`config.mk`:
```
export PLATFORM = sky130hd
export DESIGN_NAME = sram_axi_bridge_flat
export DESIGN_NICKNAME = d
export VERILOG_FILES = /design/src/rtl/sram_axi_bridge_pkg.sv /design/src/rtl/sram_axi_bridge_if.sv /design/src/rtl/sram_wstrb_gen.sv /design/src/rtl/sram_axi_bridge.sv /design/src/flat_wrapper.sv
export SDC_FILE = /design/constraint.sdc
export NUM_CORES = 1
export LEC_CHECK = 0
export BUFFER_PORTS_ARGS = -buffer_cell sky130_fd_sc_hd__buf_4
export CELL_PAD_IN_SITES_DETAIL_PLACEMENT = 0
export CELL_PAD_IN_SITES_GLOBAL_PLACEMENT = 1
export CORE_AREA = 2 2 158 160
export DETAILED_ROUTE_END_ITERATION = 12
export DIE_AREA = 0 0 160 162
export PLACE_DENSITY_LB_ADDON = 0.1
export SYNTH_ARGS = -nofsm -noshare
export SYNTH_HDL_FRONTEND = slang
export SYNTH_SLANG_ARGS = --single-unit
```
`constraint.sdc`:
```
create_clock -name clk -period 5.5 [get_ports clk]
set_clock_uncertainty 0.05 [all_clocks]
set_input_delay 0.275 -clock clk [delete_from_list [all_inputs] [get_ports clk]]
set_output_delay 0.275 -clock clk [all_outputs]
set_load 0.02 [all_outputs]
```
`src/rtl/sram_axi_bridge_pkg.sv`:
```
`default_nettype none
// ============================================================================
// Module   : axi_bridge_pkg
// Brief    : Shared FSM encoding and fixed AXI3 attribute values for the
//            sram-like to AXI3 bridge.
// Revision : 1.0 - initial release
// ============================================================================
package axi_bridge_pkg;

    typedef enum logic [2:0] {
        ST_IDLE    = 3'd0,
        ST_RD_ADDR = 3'd1,
        ST_RD_DATA = 3'd2,
        ST_WR_REQ  = 3'd3,
        ST_WR_RESP = 3'd4
    } state_t;

    localparam logic [3:0] LEN_SINGLE  = 4'd0;
    localparam logic [1:0] BURST_INCR  = 2'b01;
    localparam logic [1:0] LOCK_NORMAL = 2'b00;
    localparam logic [3:0] CACHE_NONE  = 4'd0;
    localparam logic [2:0] PROT_NONE   = 3'd0;

    localparam logic [1:0] SIZE_BYTE = 2'b00;
    localparam logic [1:0] SIZE_HALF = 2'b01;
    localparam logic [1:0] SIZE_WORD = 2'b10;

endpackage
`default_nettype wire

```
`src/rtl/sram_axi_bridge_if.sv`:
```
`default_nettype none
// ============================================================================
// Module   : sram_axi_bridge_if
// Brief    : Single-beat AXI3 bus between the bridge (master) and the SoC
//            interconnect (slave).
// Revision : 1.0 - initial release
// ============================================================================
interface sram_axi_bridge_if;

    logic [3:0]  arid;
    logic [31:0] araddr;
    logic [3:0]  arlen;
    logic [2:0]  arsize;
    logic [1:0]  arburst;
    logic [1:0]  arlock;
    logic [3:0]  arcache;
    logic [2:0]  arprot;
    logic        arvalid;
    logic        arready;

    logic [3:0]  rid;
    logic [31:0] rdata;
    logic [1:0]  rresp;
    logic        rlast;
    logic        rvalid;
    logic        rready;

    logic [3:0]  awid;
    logic [31:0] awaddr;
    logic [3:0]  awlen;
    logic [2:0]  awsize;
    logic [1:0]  awburst;
    logic [1:0]  awlock;
    logic [3:0]  awcache;
    logic [2:0]  awprot;
    logic        awvalid;
    logic        awready;

    logic [3:0]  wid;
    logic [31:0] wdata;
    logic [3:0]  wstrb;
    logic        wlast;
    logic        wvalid;
    logic        wready;

    logic [3:0]  bid;
    logic [1:0]  bresp;
    logic        bvalid;
    logic        bready;

    modport master (
        output arid, araddr, arlen, arsize, arburst, arlock, arcache, arprot, arvalid,
        input  arready,
        input  rid, rdata, rresp, rlast, rvalid,
        output rready,
        output awid, awaddr, awlen, awsize, awburst, awlock, awcache, awprot, awvalid,
        input  awready,
        output wid, wdata, wstrb, wlast, wvalid,
        input  wready,
        input  bid, bresp, bvalid,
        output bready
    );

    modport slave (
        input  arid, araddr, arlen, arsize, arburst, arlock, arcache, arprot, arvalid,
        output arready,
        output rid, rdata, rresp, rlast, rvalid,
        input  rready,
        input  awid, awaddr, awlen, awsize, awburst, awlock, awcache, awprot, awvalid,
        output awready,
        input  wid, wdata, wstrb, wlast, wvalid,
        output wready,
        output bid, bresp, bvalid,
        input  bready
    );

endinterface
`default_nettype wire

```
`src/rtl/sram_wstrb_gen.sv`:
```
`default_nettype none
// ============================================================================
// Module   : sram_wstrb_gen
// Brief    : Byte-lane write strobe from sram-like size and low address bits.
// Revision : 1.0 - initial release
// ============================================================================
module sram_wstrb_gen
    import axi_bridge_pkg::*;
(
    input  wire logic [1:0] size,
    input  wire logic [1:0] addr_lo,
    output logic      [3:0] wstrb
);

    always_comb begin
        wstrb = 4'b1111;
        case (size)
            SIZE_BYTE: wstrb = 4'b0001 << addr_lo;
            SIZE_HALF: wstrb = addr_lo[1] ? 4'b1100 : 4'b0011;
            default:   wstrb = 4'b1111;
        endcase
    end

endmodule
`default_nettype wire

```
`src/rtl/sram_axi_bridge.sv`:
```
`default_nettype none
// ============================================================================
// Module   : sram_axi_bridge
// Brief    : Merges instruction and data sram-like ports into one blocking,
//            single-beat AXI3 master; data has fixed priority.
// Revision : 1.0 - initial release
// ============================================================================
module sram_axi_bridge
    import axi_bridge_pkg::*;
#(
    parameter logic [3:0] INST_ID = 4'd0,
    parameter logic [3:0] DATA_ID = 4'd1
) (
    input  wire logic        clk,
    input  wire logic        rst,

    input  wire logic        inst_req,
    input  wire logic        inst_wr,
    input  wire logic [1:0]  inst_size,
    input  wire logic [31:0] inst_addr,
    input  wire logic [31:0] inst_wdata,
    output logic      [31:0] inst_rdata,
    output logic             inst_addr_ok,
    output logic             inst_data_ok,

    input  wire logic        data_req,
    input  wire logic        data_wr,
    input  wire logic [1:0]  data_size,
    input  wire logic [31:0] data_addr,
    input  wire logic [31:0] data_wdata,
    output logic      [31:0] data_rdata,
    output logic             data_addr_ok,
    output logic             data_data_ok,

    sram_axi_bridge_if.master axi
);

    state_t      r_state;
    state_t      w_next_state;
    logic        r_owner_data;
    logic        r_wr;
    logic [1:0]  r_size;
    logic [31:0] r_addr;
    logic [31:0] r_wdata;
    logic        r_aw_done;
    logic        r_w_done;

    logic        w_take;
    logic        w_aw_fire;
    logic        w_w_fire;
    logic [3:0]  w_id;
    logic [3:0]  w_wstrb;
    logic        w_unused;

    assign w_take    = (r_state == ST_IDLE) && (data_req || inst_req);
    assign w_aw_fire = (r_state == ST_WR_REQ) && !r_aw_done && axi.awready;
    assign w_w_fire  = (r_state == ST_WR_REQ) && !r_w_done  && axi.wready;
    assign w_id      = r_owner_data ? DATA_ID : INST_ID;
    assign w_unused  = ^{axi.rid, axi.rresp, axi.rlast, axi.bid, axi.bresp};

    always_ff @(posedge clk) begin
        if (rst) begin
            r_state <= ST_IDLE;
        end else begin
            r_state <= w_next_state;
        end
    end

    // Handshake-done flags are cleared in IDLE so every write starts fresh.
    always_ff @(posedge clk) begin
        if (rst || (r_state == ST_IDLE)) begin
            r_aw_done <= 1'b0;
            r_w_done  <= 1'b0;
        end else begin
            if (w_aw_fire) r_aw_done <= 1'b1;
            if (w_w_fire)  r_w_done  <= 1'b1;
        end
    end

    always_ff @(posedge clk) begin
        if (w_take) begin
            r_owner_data <= data_req;
            r_wr         <= data_req ? data_wr    : inst_wr;
            r_size       <= data_req ? data_size  : inst_size;
            r_addr       <= data_req ? data_addr  : inst_addr;
            r_wdata      <= data_req ? data_wdata : inst_wdata;
        end
    end

    always_comb begin
        w_next_state = r_state;
        case (r_state)
            ST_IDLE: begin
                if (data_req) begin
                    w_next_state = data_wr ? ST_WR_REQ : ST_RD_ADDR;
                end else if (inst_req) begin
                    w_next_state = inst_wr ? ST_WR_REQ : ST_RD_ADDR;
                end
            end
            ST_RD_ADDR: if (axi.arready) w_next_state = ST_RD_DATA;
            ST_RD_DATA: if (axi.rvalid)  w_next_state = ST_IDLE;
            ST_WR_REQ: begin
                if ((r_aw_done || w_aw_fire) && (r_w_done || w_w_fire)) begin
                    w_next_state = ST_WR_RESP;
                end
            end
            ST_WR_RESP: if (axi.bvalid) w_next_state = ST_IDLE;
            default:    w_next_state = ST_IDLE;
        endcase
    end

    always_comb begin
        inst_addr_ok = 1'b0;
        data_addr_ok = 1'b0;
        inst_data_ok = 1'b0;
        data_data_ok = 1'b0;
        axi.arvalid  = 1'b0;
        axi.rready   = 1'b0;
        axi.awvalid  = 1'b0;
        axi.wvalid   = 1'b0;
        axi.bready   = 1'b0;
        case (r_state)
            ST_IDLE: begin
                data_addr_ok = data_req;
                inst_addr_ok = inst_req && !data_req;
            end
            ST_RD_ADDR: axi.arvalid = 1'b1;
            ST_RD_DATA: begin
                axi.rready   = 1'b1;
                data_data_ok = axi.rvalid &&  r_owner_data;
                inst_data_ok = axi.rvalid && !r_owner_data;
            end
            ST_WR_REQ: begin
                axi.awvalid = !r_aw_done;
                axi.wvalid  = !r_w_done;
            end
            ST_WR_RESP: begin
                axi.bready   = 1'b1;
                data_data_ok = axi.bvalid &&  r_owner_data;
                inst_data_ok = axi.bvalid && !r_owner_data;
            end
            default: ;
        endcase
    end

    sram_wstrb_gen u_wstrb_gen (
        .size    (r_size),
        .addr_lo (r_addr[1:0]),
        .wstrb   (w_wstrb)
    );

    assign inst_rdata  = axi.rdata;
    assign data_rdata  = axi.rdata;

    assign axi.arid    = w_id;
    assign axi.araddr  = r_addr;
    assign axi.arsize  = {1'b0, r_size};
    assign axi.arlen   = LEN_SINGLE;
    assign axi.arburst = BURST_INCR;
    assign axi.arlock  = LOCK_NORMAL;
    assign axi.arcache = CACHE_NONE;
    assign axi.arprot  = PROT_NONE;

    assign axi.awid    = w_id;
    assign axi.awaddr  = r_addr;
    assign axi.awsize  = {1'b0, r_size};
    assign axi.awlen   = LEN_SINGLE;
    assign axi.awburst = BURST_INCR;
    assign axi.awlock  = LOCK_NORMAL;
    assign axi.awcache = CACHE_NONE;
    assign axi.awprot  = PROT_NONE;

    assign axi.wid     = w_id;
    assign axi.wdata   = r_wdata;
    assign axi.wstrb   = w_wstrb;
    assign axi.wlast   = 1'b1;

endmodule
`default_nettype wire

```
`src/flat_wrapper.sv`:
```
// flat-port wrapper written by rule: the top's interface ports become plain ports
module sram_axi_bridge_flat import axi_bridge_pkg::*;
#(
    parameter logic [3:0] INST_ID = 4'd0,
    parameter logic [3:0] DATA_ID = 4'd1
)
  (clk, rst, inst_req, inst_wr, inst_size, inst_addr, inst_wdata, inst_rdata, inst_addr_ok, inst_data_ok, data_req, data_wr, data_size, data_addr, data_wdata, data_rdata, data_addr_ok, data_data_ok, axi_arid, axi_araddr, axi_arlen, axi_arsize, axi_arburst, axi_arlock, axi_arcache, axi_arprot, axi_arvalid, axi_arready, axi_rid, axi_rdata, axi_rresp, axi_rlast, axi_rvalid, axi_rready, axi_awid, axi_awaddr, axi_awlen, axi_awsize, axi_awburst, axi_awlock, axi_awcache, axi_awprot, axi_awvalid, axi_awready, axi_wid, axi_wdata, axi_wstrb, axi_wlast, axi_wvalid, axi_wready, axi_bid, axi_bresp, axi_bvalid, axi_bready);
  sram_axi_bridge_if axi_i ();
  input  wire logic clk;
  input  wire logic rst;
  input  wire logic inst_req;
  input  wire logic inst_wr;
  input  wire logic [1:0] inst_size;
  input  wire logic [31:0] inst_addr;
  input  wire logic [31:0] inst_wdata;
  output logic      [31:0] inst_rdata;
  output logic inst_addr_ok;
  output logic inst_data_ok;
  input  wire logic data_req;
  input  wire logic data_wr;
  input  wire logic [1:0] data_size;
  input  wire logic [31:0] data_addr;
  input  wire logic [31:0] data_wdata;
  output logic      [31:0] data_rdata;
  output logic data_addr_ok;
  output logic data_data_ok;
  output wire logic [$bits(axi_i.arid)-1:0] axi_arid;
  output wire logic [$bits(axi_i.araddr)-1:0] axi_araddr;
  output wire logic [$bits(axi_i.arlen)-1:0] axi_arlen;
  output wire logic [$bits(axi_i.arsize)-1:0] axi_arsize;
  output wire logic [$bits(axi_i.arburst)-1:0] axi_arburst;
  output wire logic [$bits(axi_i.arlock)-1:0] axi_arlock;
  output wire logic [$bits(axi_i.arcache)-1:0] axi_arcache;
  output wire logic [$bits(axi_i.arprot)-1:0] axi_arprot;
  output wire logic [$bits(axi_i.arvalid)-1:0] axi_arvalid;
  input wire logic [$bits(axi_i.arready)-1:0] axi_arready;
  input wire logic [$bits(axi_i.rid)-1:0] axi_rid;
  input wire logic [$bits(axi_i.rdata)-1:0] axi_rdata;
  input wire logic [$bits(axi_i.rresp)-1:0] axi_rresp;
  input wire logic [$bits(axi_i.rlast)-1:0] axi_rlast;
  input wire logic [$bits(axi_i.rvalid)-1:0] axi_rvalid;
  output wire logic [$bits(axi_i.rready)-1:0] axi_rready;
  output wire logic [$bits(axi_i.awid)-1:0] axi_awid;
  output wire logic [$bits(axi_i.awaddr)-1:0] axi_awaddr;
  output wire logic [$bits(axi_i.awlen)-1:0] axi_awlen;
  output wire logic [$bits(axi_i.awsize)-1:0] axi_awsize;
  output wire logic [$bits(axi_i.awburst)-1:0] axi_awburst;
  output wire logic [$bits(axi_i.awlock)-1:0] axi_awlock;
  output wire logic [$bits(axi_i.awcache)-1:0] axi_awcache;
  output wire logic [$bits(axi_i.awprot)-1:0] axi_awprot;
  output wire logic [$bits(axi_i.awvalid)-1:0] axi_awvalid;
  input wire logic [$bits(axi_i.awready)-1:0] axi_awready;
  output wire logic [$bits(axi_i.wid)-1:0] axi_wid;
  output wire logic [$bits(axi_i.wdata)-1:0] axi_wdata;
  output wire logic [$bits(axi_i.wstrb)-1:0] axi_wstrb;
  output wire logic [$bits(axi_i.wlast)-1:0] axi_wlast;
  output wire logic [$bits(axi_i.wvalid)-1:0] axi_wvalid;
  input wire logic [$bits(axi_i.wready)-1:0] axi_wready;
  input wire logic [$bits(axi_i.bid)-1:0] axi_bid;
  input wire logic [$bits(axi_i.bresp)-1:0] axi_bresp;
  input wire logic [$bits(axi_i.bvalid)-1:0] axi_bvalid;
  output wire logic [$bits(axi_i.bready)-1:0] axi_bready;
  assign axi_arid = axi_i.arid;
  assign axi_araddr = axi_i.araddr;
  assign axi_arlen = axi_i.arlen;
  assign axi_arsize = axi_i.arsize;
  assign axi_arburst = axi_i.arburst;
  assign axi_arlock = axi_i.arlock;
  assign axi_arcache = axi_i.arcache;
  assign axi_arprot = axi_i.arprot;
  assign axi_arvalid = axi_i.arvalid;
  assign axi_i.arready = axi_arready;
  assign axi_i.rid = axi_rid;
  assign axi_i.rdata = axi_rdata;
  assign axi_i.rresp = axi_rresp;
  assign axi_i.rlast = axi_rlast;
  assign axi_i.rvalid = axi_rvalid;
  assign axi_rready = axi_i.rready;
  assign axi_awid = axi_i.awid;
  assign axi_awaddr = axi_i.awaddr;
  assign axi_awlen = axi_i.awlen;
  assign axi_awsize = axi_i.awsize;
  assign axi_awburst = axi_i.awburst;
  assign axi_awlock = axi_i.awlock;
  assign axi_awcache = axi_i.awcache;
  assign axi_awprot = axi_i.awprot;
  assign axi_awvalid = axi_i.awvalid;
  assign axi_i.awready = axi_awready;
  assign axi_wid = axi_i.wid;
  assign axi_wdata = axi_i.wdata;
  assign axi_wstrb = axi_i.wstrb;
  assign axi_wlast = axi_i.wlast;
  assign axi_wvalid = axi_i.wvalid;
  assign axi_i.wready = axi_wready;
  assign axi_i.bid = axi_bid;
  assign axi_i.bresp = axi_bresp;
  assign axi_i.bvalid = axi_bvalid;
  assign axi_bready = axi_i.bready;
  sram_axi_bridge #(.INST_ID(INST_ID), .DATA_ID(DATA_ID)) u_core (.clk(clk), .rst(rst), .inst_req(inst_req), .inst_wr(inst_wr), .inst_size(inst_size), .inst_addr(inst_addr), .inst_wdata(inst_wdata), .inst_rdata(inst_rdata), .inst_addr_ok(inst_addr_ok), .inst_data_ok(inst_data_ok), .data_req(data_req), .data_wr(data_wr), .data_size(data_size), .data_addr(data_addr), .data_wdata(data_wdata), .data_rdata(data_rdata), .data_addr_ok(data_addr_ok), .data_data_ok(data_data_ok), .axi(axi_i));
endmodule
```
==> results.ini <==
[hold_path]
min_from = rst
min-delay-path-class = primary input to register
hold_end = u_core.r_aw_done
min_path_cells = 2

[power_and_ir_drop]
pwr-share-clk_pct = 27.7
power.leakage_nw = 2.62
power_frac_comb_pct = 36.7
powerDensity_nw_per_um2 = 394
switching_power_w = 0.000839
sequentialPowerShare_pct = 35.6
switching_share_pct = 35.2
intPower_w = 0.00155
vdd_drop_max_uv = 144

[clock_tree]
numCtsBuffers = 9
clk_pin_slew_worst_paths_ns = 0.06
htreeDepth = 3
postCtsHoldBufs = 0
cts.sink_count = 72
insertion_delay_ns = 0.34
cts-resized-gates = 0
cts_tree = yes
postCtsSetupBuffers = 0
clockRootBuffer = clkbuf_16
cts.path.max_buffers = 2

[setup_path]
worstPathRequired_ns = 5.42
rr_endpoint = u_core.axi.wdata[14]
cp.arrival_ns = 2.08
critPathLaunchType = primary input
crit_buf_inv = 3
critPathTopFamily = buffers and inverters
critPathCaptureType = register
r2r_setup_slack_ns = 3.57
crit_type = primary input to register
rr_worst_depth = 3
crit_slowest_cell = buf_4
rr_startpoint = u_core.r_state[2]
crit_fanout = 44
cpMostUsedCell = buf_4
crit_start = data_req
crit_chain = buf_4, buf_4, nor2_1, nor3_4, buf_4
slowest_delay_ns = 0.58

[global_route]
grt_pass1_wl_um = 17900
gr-total-overflow = 0
antenna_found_initial = 0
grt_start_max_net_pins = 45
grt_pass1_vias = 2834
track_usage_pct = 9.49

[logic_synthesis]
yosysWarningCount = 0
yosysUniqueCellTypes = 34
synth.top_cell.area_share_pct = 46.3
syn-instance-count = 347
yosys_register_bits = 72
synthTopCellsByArea = edfxtp_1 46%, buf_4 25%, mux2_2 17%, dfxtp_1 2.3%, buf_2 1.0%
syn_avg_cell_area_um2 = 12.5
netlist_area_um2 = 4350
ys_seq_area_share_pct = 48.6
synth_top_cell_by_area = edfxtp_1

[die]
rows = 57
core_um2 = 24100
dieArea_um2 = 25900
initial_utilization_pct = 18.0
dieHeight_um = 162
chipWidth_um = 160
io_pins = 410

[finish]
design_area_um2 = 6040
final_layout_size_suffix_gt1_share_pct = 68.2
areaGrowthSynthToFinish_pct = 39.0
n_antenna_cell = 0
layout.nets = 692

[outcome]
status = finished clean

[detailed_routing]
highest_layer = met4
avgRoutedWirePerCell_um = 15.4
via_per_inst = 3.49
dr_wl_met3_um = 1060
drc = 0
dr.pass1.iters = 4
wirelength_um = 12800
antenna_left = 0
vias = 2910
drt_iter0_drc = 94
wl_met2_um = 6370
drt-met1-wl_um = 5050

[timing]
holdWs_ns = 0.118
layout_setup_ws_ns = 3.34
fmax_mhz = 463
period_share_pct = 39.3
slew_viol_final = 0
setup-violations-final = 0
worst_pin_slew_ns = 0.638
slew_headroom_pct = 57.5
tns_ns = 0
hold_viol_final = 0
period_minus_slack_ns = 2.16
rsz0062_at_grt = false

[placed_design]
gp_congestion = 0.749
io_buffer_count = 258
hpwl_um = 9650
dp_slack_ns = 2.86
post_dp_cell_area_um2 = 5720

[run]
cap_violations = 0

==> kinds of logic (layout without fill, tap and decap cells) <==
logic type	count (synthesis)	count (layout)	share of synthesized area (%)
multiplexers	68	68	17.6
flip-flops	72	72	48.6
AO/OA/AOI/OAI	17	17	2.96
other	2	42	0.173
AND/OR/NAND/NOR	30	30	3.97
buffers and inverters	158	280	26.8
==> cells in the mapped netlist <==
master     instances
a211oi_1           1
a21o_1             2
a21oi_1            3
a2bb2oi_1          2
a311oi_1           1
a31o_1             2
a31o_2             1
a41oi_1            1
and2_1             3
buf_2              9
buf_4            143
buf_6              3
conb_1             2
dfxtp_1            5
edfxtp_1          67
inv_1              3
mux2_1             1
mux2_2            66
mux2i_1            1
nand2_1            2
nand2b_1           1
nand3_1            2
nand3b_1           1
nor2_1             9
nor2b_1            3
nor2b_4            1
nor3_1             2
nor3b_1            1
nor4_1             1
nor4b_1            3
o21ai_2            1
o21bai_1           2
o22ai_1            1
or2_2              1
==> sequential cells by signal (all words and copies together), names as in the netlist <==
register             count
u_core.axi.wdata        32
u_core.r_owner_data      1
u_core.r_aw_done         1
u_core.r_state           3
u_core.r_w_done          1
u_core.axi.araddr       32
u_core.r_size            2
==> per-layer routing <==
metal | up-vias | GRT usage [%]
met1 | 1343 | 11.2
met3 | 33 | 2.96
met5 | - | 0
li1 | 1344 | -
met2 | 190 | 15.5
met4 | 0 | 5.04
==> worst max-delay path by stage <==
stage	end	slack (ns)	cells past startpoint
5_1_grt	u_core.axi.araddr[29]	3.10	5
3_5_place_dp	u_core.axi.wdata[15]	2.86	5
3_3_place_gp	u_core.axi.araddr[4]	2.83	5
6_report	u_core.axi.wdata[14]	3.34	5
4_1_cts	u_core.axi.wdata[14]	3.24	5
2_1_floorplan	u_core.axi.araddr[0]	1.49	4
==> cell usage in the layout (no fill, tap or decap), drive strengths merged, types with 2 or more instances in the layout <==
cell type  synthesis  routed
nand2              2       2
o21bai             2       2
edfxtp            67      67
nor2b              4       4
a21oi              3       3
nor4b              3       3
bufinv             0       2
buf              155     261
nor3               2       2
inv                3       4
conb               2      42
a31o               3       3
dfxtp              5       5
and2               3       3
nor2               9       9
nand3              2       2
a2bb2oi            2       2
clkinvlp           0       2
mux2              67      67
a21o               2       2
clkbuf             0      10
==> area by class of cell <==
class	instances	area [µm²]
clock buffers	10	229
inverters	3	11.3
repair buffers	261	1960
well taps	324	405
flip-flops and latches	72	2110
fillers	2607	18100
clock inverters	6	92.6
multi-input cells	157	1230
==> power by group through the flow <==
| stage | clock [W] | combinational (W) | sequential [W] |
|---|---|---|---|
| 6_report | 0.000660 | 0.000875 | 0.000849 |
| 5_1_grt | 0.000712 | 0.000926 | 0.000866 |
| 4_1_cts | 0.000692 | 0.000890 | 0.000854 |
| 3_5_place_dp | 0 | 0.000889 | 0.000865 |
| 3_3_place_gp | 0 | 0.000899 | 0.000864 |
| 2_1_floorplan | 0 | 0.000486 | 0.000998 |
==> metrics by stage <==
| stage | util [%] | std cells | total power (W) |
|---|---|---|---|
| CTS | 25.1 | 833 | 0.00244 |
| finish | 25.1 | 833 | 0.00238 |
| detailed placement | 23.7 | 817 | 0.00175 |
| global route | 25.1 | 833 | 0.00250 |
| global placement | 23.7 | 817 | 0.00176 |
| floorplan | - | 387 | 0.00148 |
(Power assumes the default switching activity.)
